==> config.mk <==
export PLATFORM = sky130hd
export DESIGN_NAME = alu_div_flat
export DESIGN_NICKNAME = d
export VERILOG_FILES = /design/src/rtl/alu_div_pkg.sv /design/src/rtl/alu_div_if.sv /design/src/rtl/alu_div_step.sv /design/src/rtl/alu_div.sv /design/src/flat_wrapper.sv
export SDC_FILE = /design/constraint.sdc
export NUM_CORES = 1
export LEC_CHECK = 0
export CAP_MARGIN = 20
export CORE_MARGIN = 5
export CORE_UTILIZATION = 50
export CTS_CLUSTER_DIAMETER = 100
export CTS_CLUSTER_SIZE = 16
export DETAILED_ROUTE_END_ITERATION = 8
export PLACE_DENSITY = 0.7
export SLEW_MARGIN = 25
export SYNTH_ARGS = -nofsm -noshare
export SYNTH_HDL_FRONTEND = slang
export SYNTH_SLANG_ARGS = --single-unit
==> constraint.sdc <==
create_clock -name clk -period 5 [get_ports clk]
set_input_delay 0.75 -clock clk [delete_from_list [all_inputs] [get_ports clk]]
set_output_delay 0.75 -clock clk [all_outputs]
set_load 0.005 [all_outputs]
==> src/rtl/alu_div_pkg.sv <==
// Shared definitions for the ALU divider: op encodings, FSM states and default width.
package alu_div_pkg;

   localparam int unsigned XLEN_DEF = 32;

   typedef enum logic [1:0] {
      ALU_DIV  = 2'b00,
      ALU_DIVU = 2'b01,
      ALU_REM  = 2'b10,
      ALU_REMU = 2'b11
   } alu_op_e;

   typedef enum logic [1:0] {
      ST_IDLE = 2'b00,
      ST_BUSY = 2'b01,
      ST_DONE = 2'b10
   } div_state_e;

endpackage

==> src/rtl/alu_div_if.sv <==
// Valid/ready request and response channels between the execute stage and the divider.
interface alu_div_if
   import alu_div_pkg::*;
#(
   parameter int unsigned XLEN = XLEN_DEF
);
   logic            in_valid;
   logic            in_ready;
   logic [1:0]      op;
   logic [XLEN-1:0] rs1;
   logic [XLEN-1:0] rs2;
   logic            out_valid;
   logic            out_ready;
   logic [XLEN-1:0] rd;

   modport master (
      output in_valid, op, rs1, rs2, out_ready,
      input  in_ready, out_valid, rd
   );

   modport slave (
      input  in_valid, op, rs1, rs2, out_ready,
      output in_ready, out_valid, rd
   );
endinterface

==> src/rtl/alu_div_step.sv <==
// One restoring-division iteration: shift in a dividend bit, subtract the divisor if it fits.
module alu_div_step
   import alu_div_pkg::*;
#(
   parameter int unsigned XLEN = XLEN_DEF
) (
   input  logic [XLEN-1:0] rem,
   input  logic [XLEN-1:0] divisor,
   input  logic            din,
   output logic [XLEN-1:0] rem_c,
   output logic            qbit_c
);
   logic [XLEN:0] trial;
   logic [XLEN:0] diff;

   // The trial keeps the bit shifted out of rem so divisors with the MSB set compare correctly.
   assign trial  = {rem, din};
   assign diff   = trial - {1'b0, divisor};
   assign qbit_c = ~diff[XLEN];
   assign rem_c  = qbit_c ? diff[XLEN-1:0] : trial[XLEN-1:0];
endmodule

==> src/rtl/alu_div.sv <==
// Multi-cycle restoring divider for DIV/DIVU/REM/REMU, one quotient bit per cycle.
module alu_div
   import alu_div_pkg::*;
#(
   parameter int unsigned XLEN = XLEN_DEF
) (
   input  logic clk,
   input  logic reset,
   alu_div_if.slave bus
);
   localparam int unsigned CW = $clog2(XLEN);
   localparam logic [XLEN-1:0] SMIN = {1'b1, {(XLEN-1){1'b0}}};

   function automatic logic [XLEN-1:0] neg(input logic [XLEN-1:0] x);
      return (~x) + XLEN'(1);
   endfunction

   div_state_e      state_q, state_d;
   logic [CW-1:0]   cnt_q, cnt_d;
   logic [XLEN-1:0] dvd_q, dvd_d;
   logic [XLEN-1:0] rem_q, rem_d;
   logic [XLEN-1:0] dsr_q, dsr_d;
   logic            qsign_q, qsign_d;
   logic            rsign_q, rsign_d;
   logic            sel_rem_q, sel_rem_d;
   logic [XLEN-1:0] rd_q, rd_d;
   logic            in_ready_q, in_ready_d;
   logic            out_valid_q, out_valid_d;

   logic            is_signed, s1, s2, div0, ovf, last;
   logic [XLEN-1:0] abs1, abs2, step_rem, q_fin, r_fin;
   logic            step_q;

   // Operand decode used only on the accept edge.
   assign is_signed = ~bus.op[0];
   assign s1        = is_signed & bus.rs1[XLEN-1];
   assign s2        = is_signed & bus.rs2[XLEN-1];
   assign abs1      = s1 ? neg(bus.rs1) : bus.rs1;
   assign abs2      = s2 ? neg(bus.rs2) : bus.rs2;
   assign div0      = (bus.rs2 == '0);
   assign ovf       = is_signed & (bus.rs1 == SMIN) & (&bus.rs2);
   assign last      = (cnt_q == CW'(XLEN - 1));

   alu_div_step #(.XLEN(XLEN)) u_step (
      .rem     (rem_q),
      .divisor (dsr_q),
      .din     (dvd_q[XLEN-1]),
      .rem_c   (step_rem),
      .qbit_c  (step_q)
   );

   // Quotient bits shift into the vacated low end of the dividend register.
   assign q_fin = qsign_q ? neg({dvd_q[XLEN-2:0], step_q}) : {dvd_q[XLEN-2:0], step_q};
   assign r_fin = rsign_q ? neg(step_rem) : step_rem;

   always_ff @(posedge clk) begin
      if (reset) state_q <= ST_IDLE;
      else       state_q <= state_d;
   end

   always_comb begin
      state_d = state_q;
      unique case (state_q)
         ST_IDLE: if (bus.in_valid) state_d = (div0 || ovf) ? ST_DONE : ST_BUSY;
         ST_BUSY: if (last)         state_d = ST_DONE;
         ST_DONE: if (bus.out_ready) state_d = ST_IDLE;
         default:                   state_d = ST_IDLE;
      endcase
   end

   always_comb begin
      cnt_d       = cnt_q;
      dvd_d       = dvd_q;
      rem_d       = rem_q;
      dsr_d       = dsr_q;
      qsign_d     = qsign_q;
      rsign_d     = rsign_q;
      sel_rem_d   = sel_rem_q;
      rd_d        = rd_q;
      in_ready_d  = (state_d == ST_IDLE);
      out_valid_d = (state_d == ST_DONE);
      unique case (state_q)
         ST_IDLE: begin
            if (bus.in_valid) begin
               cnt_d     = '0;
               rem_d     = '0;
               dvd_d     = abs1;
               dsr_d     = abs2;
               qsign_d   = s1 ^ s2;
               rsign_d   = s1;
               sel_rem_d = bus.op[1];
               if (div0)     rd_d = bus.op[1] ? bus.rs1 : '1;
               else if (ovf) rd_d = bus.op[1] ? '0 : SMIN;
            end
         end
         ST_BUSY: begin
            cnt_d = cnt_q + CW'(1);
            dvd_d = {dvd_q[XLEN-2:0], step_q};
            rem_d = step_rem;
            if (last) rd_d = sel_rem_q ? r_fin : q_fin;
         end
         default: ;
      endcase
   end

   always_ff @(posedge clk) begin
      if (reset) begin
         cnt_q       <= '0;
         dvd_q       <= '0;
         rem_q       <= '0;
         dsr_q       <= '0;
         qsign_q     <= 1'b0;
         rsign_q     <= 1'b0;
         sel_rem_q   <= 1'b0;
         rd_q        <= '0;
         in_ready_q  <= 1'b1;
         out_valid_q <= 1'b0;
      end else begin
         cnt_q       <= cnt_d;
         dvd_q       <= dvd_d;
         rem_q       <= rem_d;
         dsr_q       <= dsr_d;
         qsign_q     <= qsign_d;
         rsign_q     <= rsign_d;
         sel_rem_q   <= sel_rem_d;
         rd_q        <= rd_d;
         in_ready_q  <= in_ready_d;
         out_valid_q <= out_valid_d;
      end
   end

   assign bus.in_ready  = in_ready_q;
   assign bus.out_valid = out_valid_q;
   assign bus.rd        = rd_q;
endmodule

==> src/flat_wrapper.sv <==
// flat-port wrapper written by rule: the top's interface ports become plain ports
module alu_div_flat import alu_div_pkg::*;
#(
   parameter int unsigned XLEN = XLEN_DEF
)
  (clk, reset, bus_in_valid, bus_op, bus_rs1, bus_rs2, bus_out_ready, bus_in_ready, bus_out_valid, bus_rd);
  alu_div_if #(.XLEN(XLEN)) bus_i ();
  input  logic clk;
  input  logic reset;
  input wire logic [$bits(bus_i.in_valid)-1:0] bus_in_valid;
  input wire logic [$bits(bus_i.op)-1:0] bus_op;
  input wire logic [$bits(bus_i.rs1)-1:0] bus_rs1;
  input wire logic [$bits(bus_i.rs2)-1:0] bus_rs2;
  input wire logic [$bits(bus_i.out_ready)-1:0] bus_out_ready;
  output wire logic [$bits(bus_i.in_ready)-1:0] bus_in_ready;
  output wire logic [$bits(bus_i.out_valid)-1:0] bus_out_valid;
  output wire logic [$bits(bus_i.rd)-1:0] bus_rd;
  assign bus_i.in_valid = bus_in_valid;
  assign bus_i.op = bus_op;
  assign bus_i.rs1 = bus_rs1;
  assign bus_i.rs2 = bus_rs2;
  assign bus_i.out_ready = bus_out_ready;
  assign bus_in_ready = bus_i.in_ready;
  assign bus_out_valid = bus_i.out_valid;
  assign bus_rd = bus_i.rd;
  alu_div #(.XLEN(XLEN)) u_core (.clk(clk), .reset(reset), .bus(bus_i));
endmodule
==> metrics, run 1 <==
final setup fails=0; P_int=3.057 mW; antenna violations before repair=0; Vias=12517; Clock transition at path regs=0.07 ns; fin util=59.66%; CP bufs+invs=3; Vias/cell=6.442; power per standard cell area=397.6 nW/um^2; Pre-antenna DRT Iters=6; clk sinks=140; crit end category=flip-flop; Post-Route Skew=0.01057 ns; Synth async-reset ratio=0%; vias in the first global route=11389; nets@finish=1756; Antenna Nets Post-Route=0; setup total negative slack=0 ns; dpl hpwl=29.83 mm; share of total power in the clock network=24.9%; CP required=5.33 ns; first-pass GRT wire length=63.08 mm; Slew Viols, Final=0; synthesis-to-finish area growth=17.64%; Peak VDD IR=0.0002289 V; Static Leak=4.978 nW; ratio of cells with drive above 1 in the final layout=8.142%; Mapped Cells=1586; Comb pwr share=51.2%; initial DRC count=1516; # diodes=0; Post-synth top cells=nand2_1 (176), nor2_1 (163), dfxtp_1 (140), a21oi_1 (132), o21ai_0 (94); CP Cell Sequence=ha_2, a21oi_1, o21ai_0, a221oi_2, o31ai_2, a41oi_4, xnor2_4, inv_2, a21oi_1, ha_2, inv_1, a221oi_2, and4_1, nand4b_1, or3_4, a222oi_1, buf_4, a211o_1, a21oi_1, o31a_1; Max-slew headroom=34.48%; sequential area share after synthesis=24.41%; CTS tree=built; Post-synth EDFFs=0; top-count cell post-synth=nand2_1; Worst-Margin Slew=0.9807 ns; CP max-delay cell=or3_4; die area=26090 um^2; clk_lat worst skew=0.43 ns; final worst-path cycle share=95.09%; most frequent CP cell=a21oi_1; Sequential Power Share=23.8%; WS Path Type=flip-flop to flip-flop; H-Tree Depth=4; IO buf count=103; drt total wl=39.93 mm; most used flip-flop cell after synthesis=dfxtp_1; GRT overflow=0; CTS root buffer=clkbuf_16; drt wl/cell=20.55 um; Initial Util=50.71%; #FFs+latches synth=140; Startpoint Class=flip-flop; Final Hold Fails=0; CP arrival=5.08 ns; Synth Warn #=0; dominant cells by area after synthesis=dfxtp_1 (24%), a21oi_1 (5.8%), nand2_1 (5.8%); DRC=0; Clock Tree Buf Depth=2; Cell Area, Synth=11480 um^2; FF-to-FF setup slack=0.25 ns; # IOs=104; # fillers=2106; chip height=161.5 um; area leader, netlist=dfxtp_1; number of max-cap violations=0; critical path's top delay family=compound AO/OA/AOI/OAI gates; CP peak stage delay=0.44 ns; GRT Total Usage=29.80%; core area=22640 um^2; Peak Freq=210.3 MHz; Hold Path Class=flip-flop to flip-flop; Num CTS Buffers=17; Post-Syn Area per Cell=7.239 um^2; Yosys top cell area share=24.41%; Die Width=161.5 um; post-synth cell types=81; Worst Path Max Fanout=7; outcome=completed; largest net degree at the start of global routing=75; Synth Net Count=1696; fin crit period=4.755 ns; Sw Share=43.08%; GPL Wtd Cong=0.9665; Sw Pwr=2.314 mW; row count=55
-- stage by stage --
stage,worst slack [ns],instances,area (um^2),hold slack [ns],total power [mW]
after floorplan,0.01842,1586,11540,0.4319,3.197
after global placement,0.2066,1911,12850,0.4442,3.917
after detailed placement,0.1262,1911,12850,0.4464,3.942
after CTS,0.08898,1942,13450,0.4547,5.286
after global routing,-0.01589,1943,13510,0.4713,5.680
final,0.2454,1943,13510,0.4537,5.371
-- flip-flops by register name, summed over array words and instances, names as in the netlist --
name and count:
u_core.cnt_q 5, u_core.bus.out_valid 1, u_core.state_q 2, u_core.rem_q 32
u_core.bus.rd 32, u_core.rsign_q 1, u_core.sel_rem_q 1, u_core.qsign_q 1
u_core.dsr_q 32, u_core.bus.in_ready 1, u_core.dvd_q 32
-- cell families (layout without fill, tap and decap cells) --
family,count (synthesis),count (layout),synth area share [%]
flops,140,140,24.41
buf+inv,162,234,5.416
fa+ha+maj,40,40,4.425
mux,37,37,3.367
simple gates,575,575,23.90
xor+xnor,114,114,8.697
compound gates,518,518,29.78
-- worst register-to-register path, stage by stage (launching register included) --
cell and delay, ns:
dfxtp_1 0.41, ha_2 0.35, a21oi_1 0.14, o21ai_0 0.16, a221oi_2 0.40, o31ai_2 0.15, a41oi_4 0.26, xnor2_4 0.15
inv_2 0.09, a21oi_1 0.22, ha_2 0.21, inv_1 0.08, a221oi_2 0.16, and4_1 0.25, nand4b_1 0.18, or3_4 0.44
a222oi_1 0.31, buf_4 0.20, a211o_1 0.13, a21oi_1 0.06, o31a_1 0.29
-- worst paths after layout --
kind / cells past startpoint / end / from
max reg2reg: 20 / u_core.bus.rd[28] / u_core.rem_q[26]
min reg2reg: 2 / u_core.dsr_q[22] / u_core.dsr_q[22]
max: 20 / u_core.bus.rd[28] / u_core.rem_q[26]
min: 2 / u_core.dsr_q[22] / u_core.dsr_q[22]
-- layout make-up --
class / count / area [um^2] / share of cell area (%)
Tap cell: 285 / 356.6 / 2.640
Inverter: 60 / 225.2 / 1.667
Multi-Input combinational cell: 1284 / 8182 / 60.57
Timing Repair Buffer: 143 / 1341 / 9.931
Clock inverter: 12 / 163.9 / 1.214
Sequential cell: 140 / 2805 / 20.77
Clock buffer: 19 / 432.9 / 3.205
-- layout by cell type, fill, tap and decap left out, drive strengths merged, types with 35 or more instances in the layout --
| cell | netlist | layout |
|---|---|---|
| nand3 | 46 | 46 |
| clkdlybuf4s50 | 0 | 102 |
| xor2 | 55 | 55 |
| nand2 | 176 | 176 |
| inv | 60 | 63 |
| nor2 | 163 | 163 |
| buf | 15 | 41 |
| o21ai | 97 | 97 |
| a21oi | 133 | 133 |
| nor3 | 37 | 37 |
| ha | 39 | 39 |
| dfxtp | 140 | 140 |
| a211oi | 35 | 35 |
| xnor2 | 59 | 59 |
| a31oi | 37 | 37 |
-- repair_timing --
action                                  4_1_cts  5_1_grt
hold buffers                                  0        0
endpoints found under the hold margin         0        0
buffers inserted                              0        1
resized for setup                             0       13
endpoints found under the setup margin        0        5
-- metal layers --
layer	wire length [um]	GRT usage (%)	share of wire (%)	up-vias
met3	3134	4.874	7.8	86
met1	17630	41.70	44	5859
met5	0	0	0	-
li1	-	-	-	5975
met4	988	7.716	2.5	0
met2	18170	47.92	46	597
-- power by group through the flow --
stage / Combinational, mW / Sequential (mW) / Clock (mW)
after floorplan: 1.93 / 1.27 / 0
after global placement: 2.62 / 1.30 / 0
after detailed placement: 2.64 / 1.30 / 0
after CTS: 2.67 / 1.28 / 1.34
after global routing: 3.00 / 1.29 / 1.39
final: 2.75 / 1.28 / 1.34
No activity file was read; power rests on OpenSTA's default activity.
==> run 2: changes to the inputs <==
--- a/config.mk
+++ b/config.mk
@@ -12,6 +12,7 @@
 export CTS_CLUSTER_SIZE = 16
 export DETAILED_ROUTE_END_ITERATION = 8
 export PLACE_DENSITY = 0.7
+export SKIP_LAST_GASP = 1
 export SLEW_MARGIN = 25
 export SYNTH_ARGS = -nofsm -noshare
 export SYNTH_HDL_FRONTEND = slang
==> results of run 2 <==
The final DEF is identical to that of run 1; final timing and power are the same.
==> run 3: changes to the inputs <==
--- a/config.mk
+++ b/config.mk
@@ -5,13 +5,15 @@
 export SDC_FILE = /design/constraint.sdc
 export NUM_CORES = 1
 export LEC_CHECK = 0
+export ABC_AREA = 1
 export CAP_MARGIN = 20
 export CORE_MARGIN = 5
 export CORE_UTILIZATION = 50
 export CTS_CLUSTER_DIAMETER = 100
 export CTS_CLUSTER_SIZE = 16
 export DETAILED_ROUTE_END_ITERATION = 8
-export PLACE_DENSITY = 0.7
+export PLACE_DENSITY = 0.69
+export REMOVE_ABC_BUFFERS = 1
 export SKIP_LAST_GASP = 1
 export SLEW_MARGIN = 25
 export SYNTH_ARGS = -nofsm -noshare
==> metrics, run 3 <==
Post-synth EDFFs=0 (unchanged); Worst-Margin Slew=0.8482 ns (-0.1326 ns); area leader, netlist=dfxtp_1; CP required=5.37 ns (+0.04 ns); CP bufs+invs=4 (+1); sequential area share after synthesis=22.25% (-2.2 points); Vias=14354 (+15%); Mapped Cells=2206 (+39%); CTS tree=built; GRT overflow=0 (unchanged); final setup fails=0 (unchanged); Max-slew headroom=43.10% (+8.6 points); final std cells w/o fill=2607 (+34%); Worst Path Max Fanout=9 (+2); Slew Viols, Final=0 (unchanged); row count=58 (+5.5%); CP peak stage delay=0.41 ns (-0.03 ns); synthesis-to-finish area growth=14.24%; antenna violations before repair=1 (+1); crit end category=flip-flop; clk sinks=140 (unchanged); dpl cell area=13820 um^2 (+7.6%); fin util=57.65% (-2.0 points); Antenna Nets Post-Route=0 (unchanged); fin crit period=4.511 ns (-0.2433 ns); Hold Path Class=flip-flop to flip-flop; PnR worst setup slack=0.4887 ns (+0.2433 ns); Clock Tree Buf Depth=2 (unchanged); drt total wl=44.38 mm (+11%); fin area=14390 um^2 (+6.6%); clk_lat worst skew=0.44 ns (about the same); Synth Warn #=0 (unchanged); # IOs=104 (unchanged); Place WS=0.4007 ns (+0.2745 ns); core area=24960 um^2 (+10%); Initial Util=50.47% (-0.24 points); top-count cell post-synth=nand2_1; # diodes=0 (unchanged); ratio of cells with drive above 1 in the final layout=6.632% (-1.5 points); commonest non-fill, non-tap cell in the layout=nand2_1; Startpoint Class=flip-flop; largest net degree at the start of global routing=68 (-9.3%); post-synth cell types=51 (-37%); drt wl/cell=17.02 um (-17%); Post-Syn Area per Cell=5.711 um^2 (-21%); critical path's top delay family=simple AND/OR/NAND/NOR gates; CP arrival=4.88 ns (-0.20 ns); Pre-antenna DRT Iters=6 (unchanged); CTS root buffer=clkbuf_16; number of max-cap violations=0 (unchanged); IO buf count=103 (unchanged); Yosys top cell area share=22.25% (-2.2 points); H-Tree Depth=4 (unchanged); RSZ-0062 raised after global routing=no; Die Width=168.7 um (+4.5%); power per standard cell area=436.0 nW/um^2 (+9.6%); dpl hpwl=33.61 mm (+13%); CTS Hold Bufs=0 (unchanged); Placed Instances=2575 (+35%); die area=28470 um^2 (+9.1%); setup total negative slack=0 ns (unchanged); first-pass GRT wire length=70.51 mm (+12%); Peak VDD IR=0.0003860 V (+69%); dominant cells by area after synthesis=dfxtp_1 (22%), nand2_1 (20%), inv_1 (9.0%); Peak Freq=221.7 MHz (+5.4%); chip height=168.7 um (+4.5%); most frequent cells in the layout=nand2_1 (685), inv_1 (302), nor2_1 (188); CP max-delay cell=fa_1; Static Leak=6.910 nW (+39%); initial DRC count=1517 (+0.066%); #FFs+latches synth=140 (unchanged); Vias/cell=5.506 (-15%); Clock transition at path regs=0.07 ns (about the same); Num CTS Buffers=17 (unchanged); outcome=completed; Cell Area, Synth=12600 um^2 (+9.7%); DRC=0 (unchanged); Final Hold Fails=0 (unchanged); Post-synth top cells=nand2_1 (685), inv_1 (303), nor2_1 (190), a21oi_1 (164), nand3_1 (152); nets@finish=2374 (+35%); GRT Total Usage=30.76% (+0.96 points); WS Path Type=flip-flop to flip-flop; most used flip-flop cell after synthesis=dfxtp_1; vias in the first global route=13041 (+15%); Post-Route Skew=0.01162 ns (+0.001054 ns); GPL Wtd Cong=0.9683 (+0.19%); total power=6.275 mW (+17%); final worst-path cycle share=90.23% (-4.9 points); hold_ws=0.4660 ns (+0.01234 ns); Synth async-reset ratio=0% (unchanged)
==> run 3: cell types whose count changed after synthesis, sizes merged, moves of 25 or more <==
cell and delta:
nand2 +553, nand3 +111, inv +250, a21oi +41
xnor2 -44, a211oi -35, a22oi -31, clkbuf -25
nor2 +46, o21ai +51
==> run 3: kinds of logic after synthesis <==
logic type / after synthesis / synth area share (%)
compound gates: 399 / 17.45
buf+inv: 395 / 12.39
xor+xnor: 48 / 3.337
simple gates: 1184 / 40.54
flops: 140 / 22.25
fa+ha+maj: 40 / 4.032
==> run 3: layout make-up <==
type | count | area [um^2]
fillers | 2598 | 10570
multi-input cells | 1671 | 8264
flip-flops and latches | 140 | 2803
repair buffers | 123 | 1191
inverters | 311 | 1167
clock buffers | 18 | 429.2
well taps | 330 | 412.9
clock inverters | 14 | 125.1
==> run 3: repair_timing <==
item                       in CTS  in global routing
buffers inserted                0                  0
resized for setup               0                  3
setup endpoints to repair       0                  5
==> run 3: layer usage <==
| layer | up-vias | global-route usage, % | share of wire [%] |
|---|---|---|---|
| met3 | 83 | 5.932 | 8.2 |
| met4 | 2 | 9.739 | 3.0 |
| met5 | - | 0 | 0.029 |
| met2 | 558 | 46.84 | 44 |
| met1 | 6519 | 43.86 | 45 |
| li1 | 7192 | - | - |
==> run 3: tightest hold or removal path, delay by kind of cell (launching register included) <==
kind	cells	cell delay, ns
DFF	1	0.31
and+or+nand+nor	1	0.06
AOI/OAI and AO/OA	1	0.05
==> run 3: power by group <==
| part | switching (mW) | internal, mW | total, mW |
|---|---|---|---|
| sequential | 0.0836 | 1.21 | 1.29 |
| combinational | 2.57 | 1.15 | 3.72 |
| clock | 0.606 | 0.655 | 1.26 |
| total | 3.26 | 3.01 | 6.27 |
==> run 3: final timing paths <==
check,startpoint,endpoint,slack (ns),cells past startpoint
setup / recovery,u_core.dvd_q[31],u_core.bus.rd[30],0.49,30
hold / removal,u_core.bus.rd[20],u_core.bus.rd[20],0.47,2
setup reg to reg,u_core.dvd_q[31],u_core.bus.rd[30],0.49,30
hold reg to reg,u_core.bus.rd[20],u_core.bus.rd[20],0.47,2
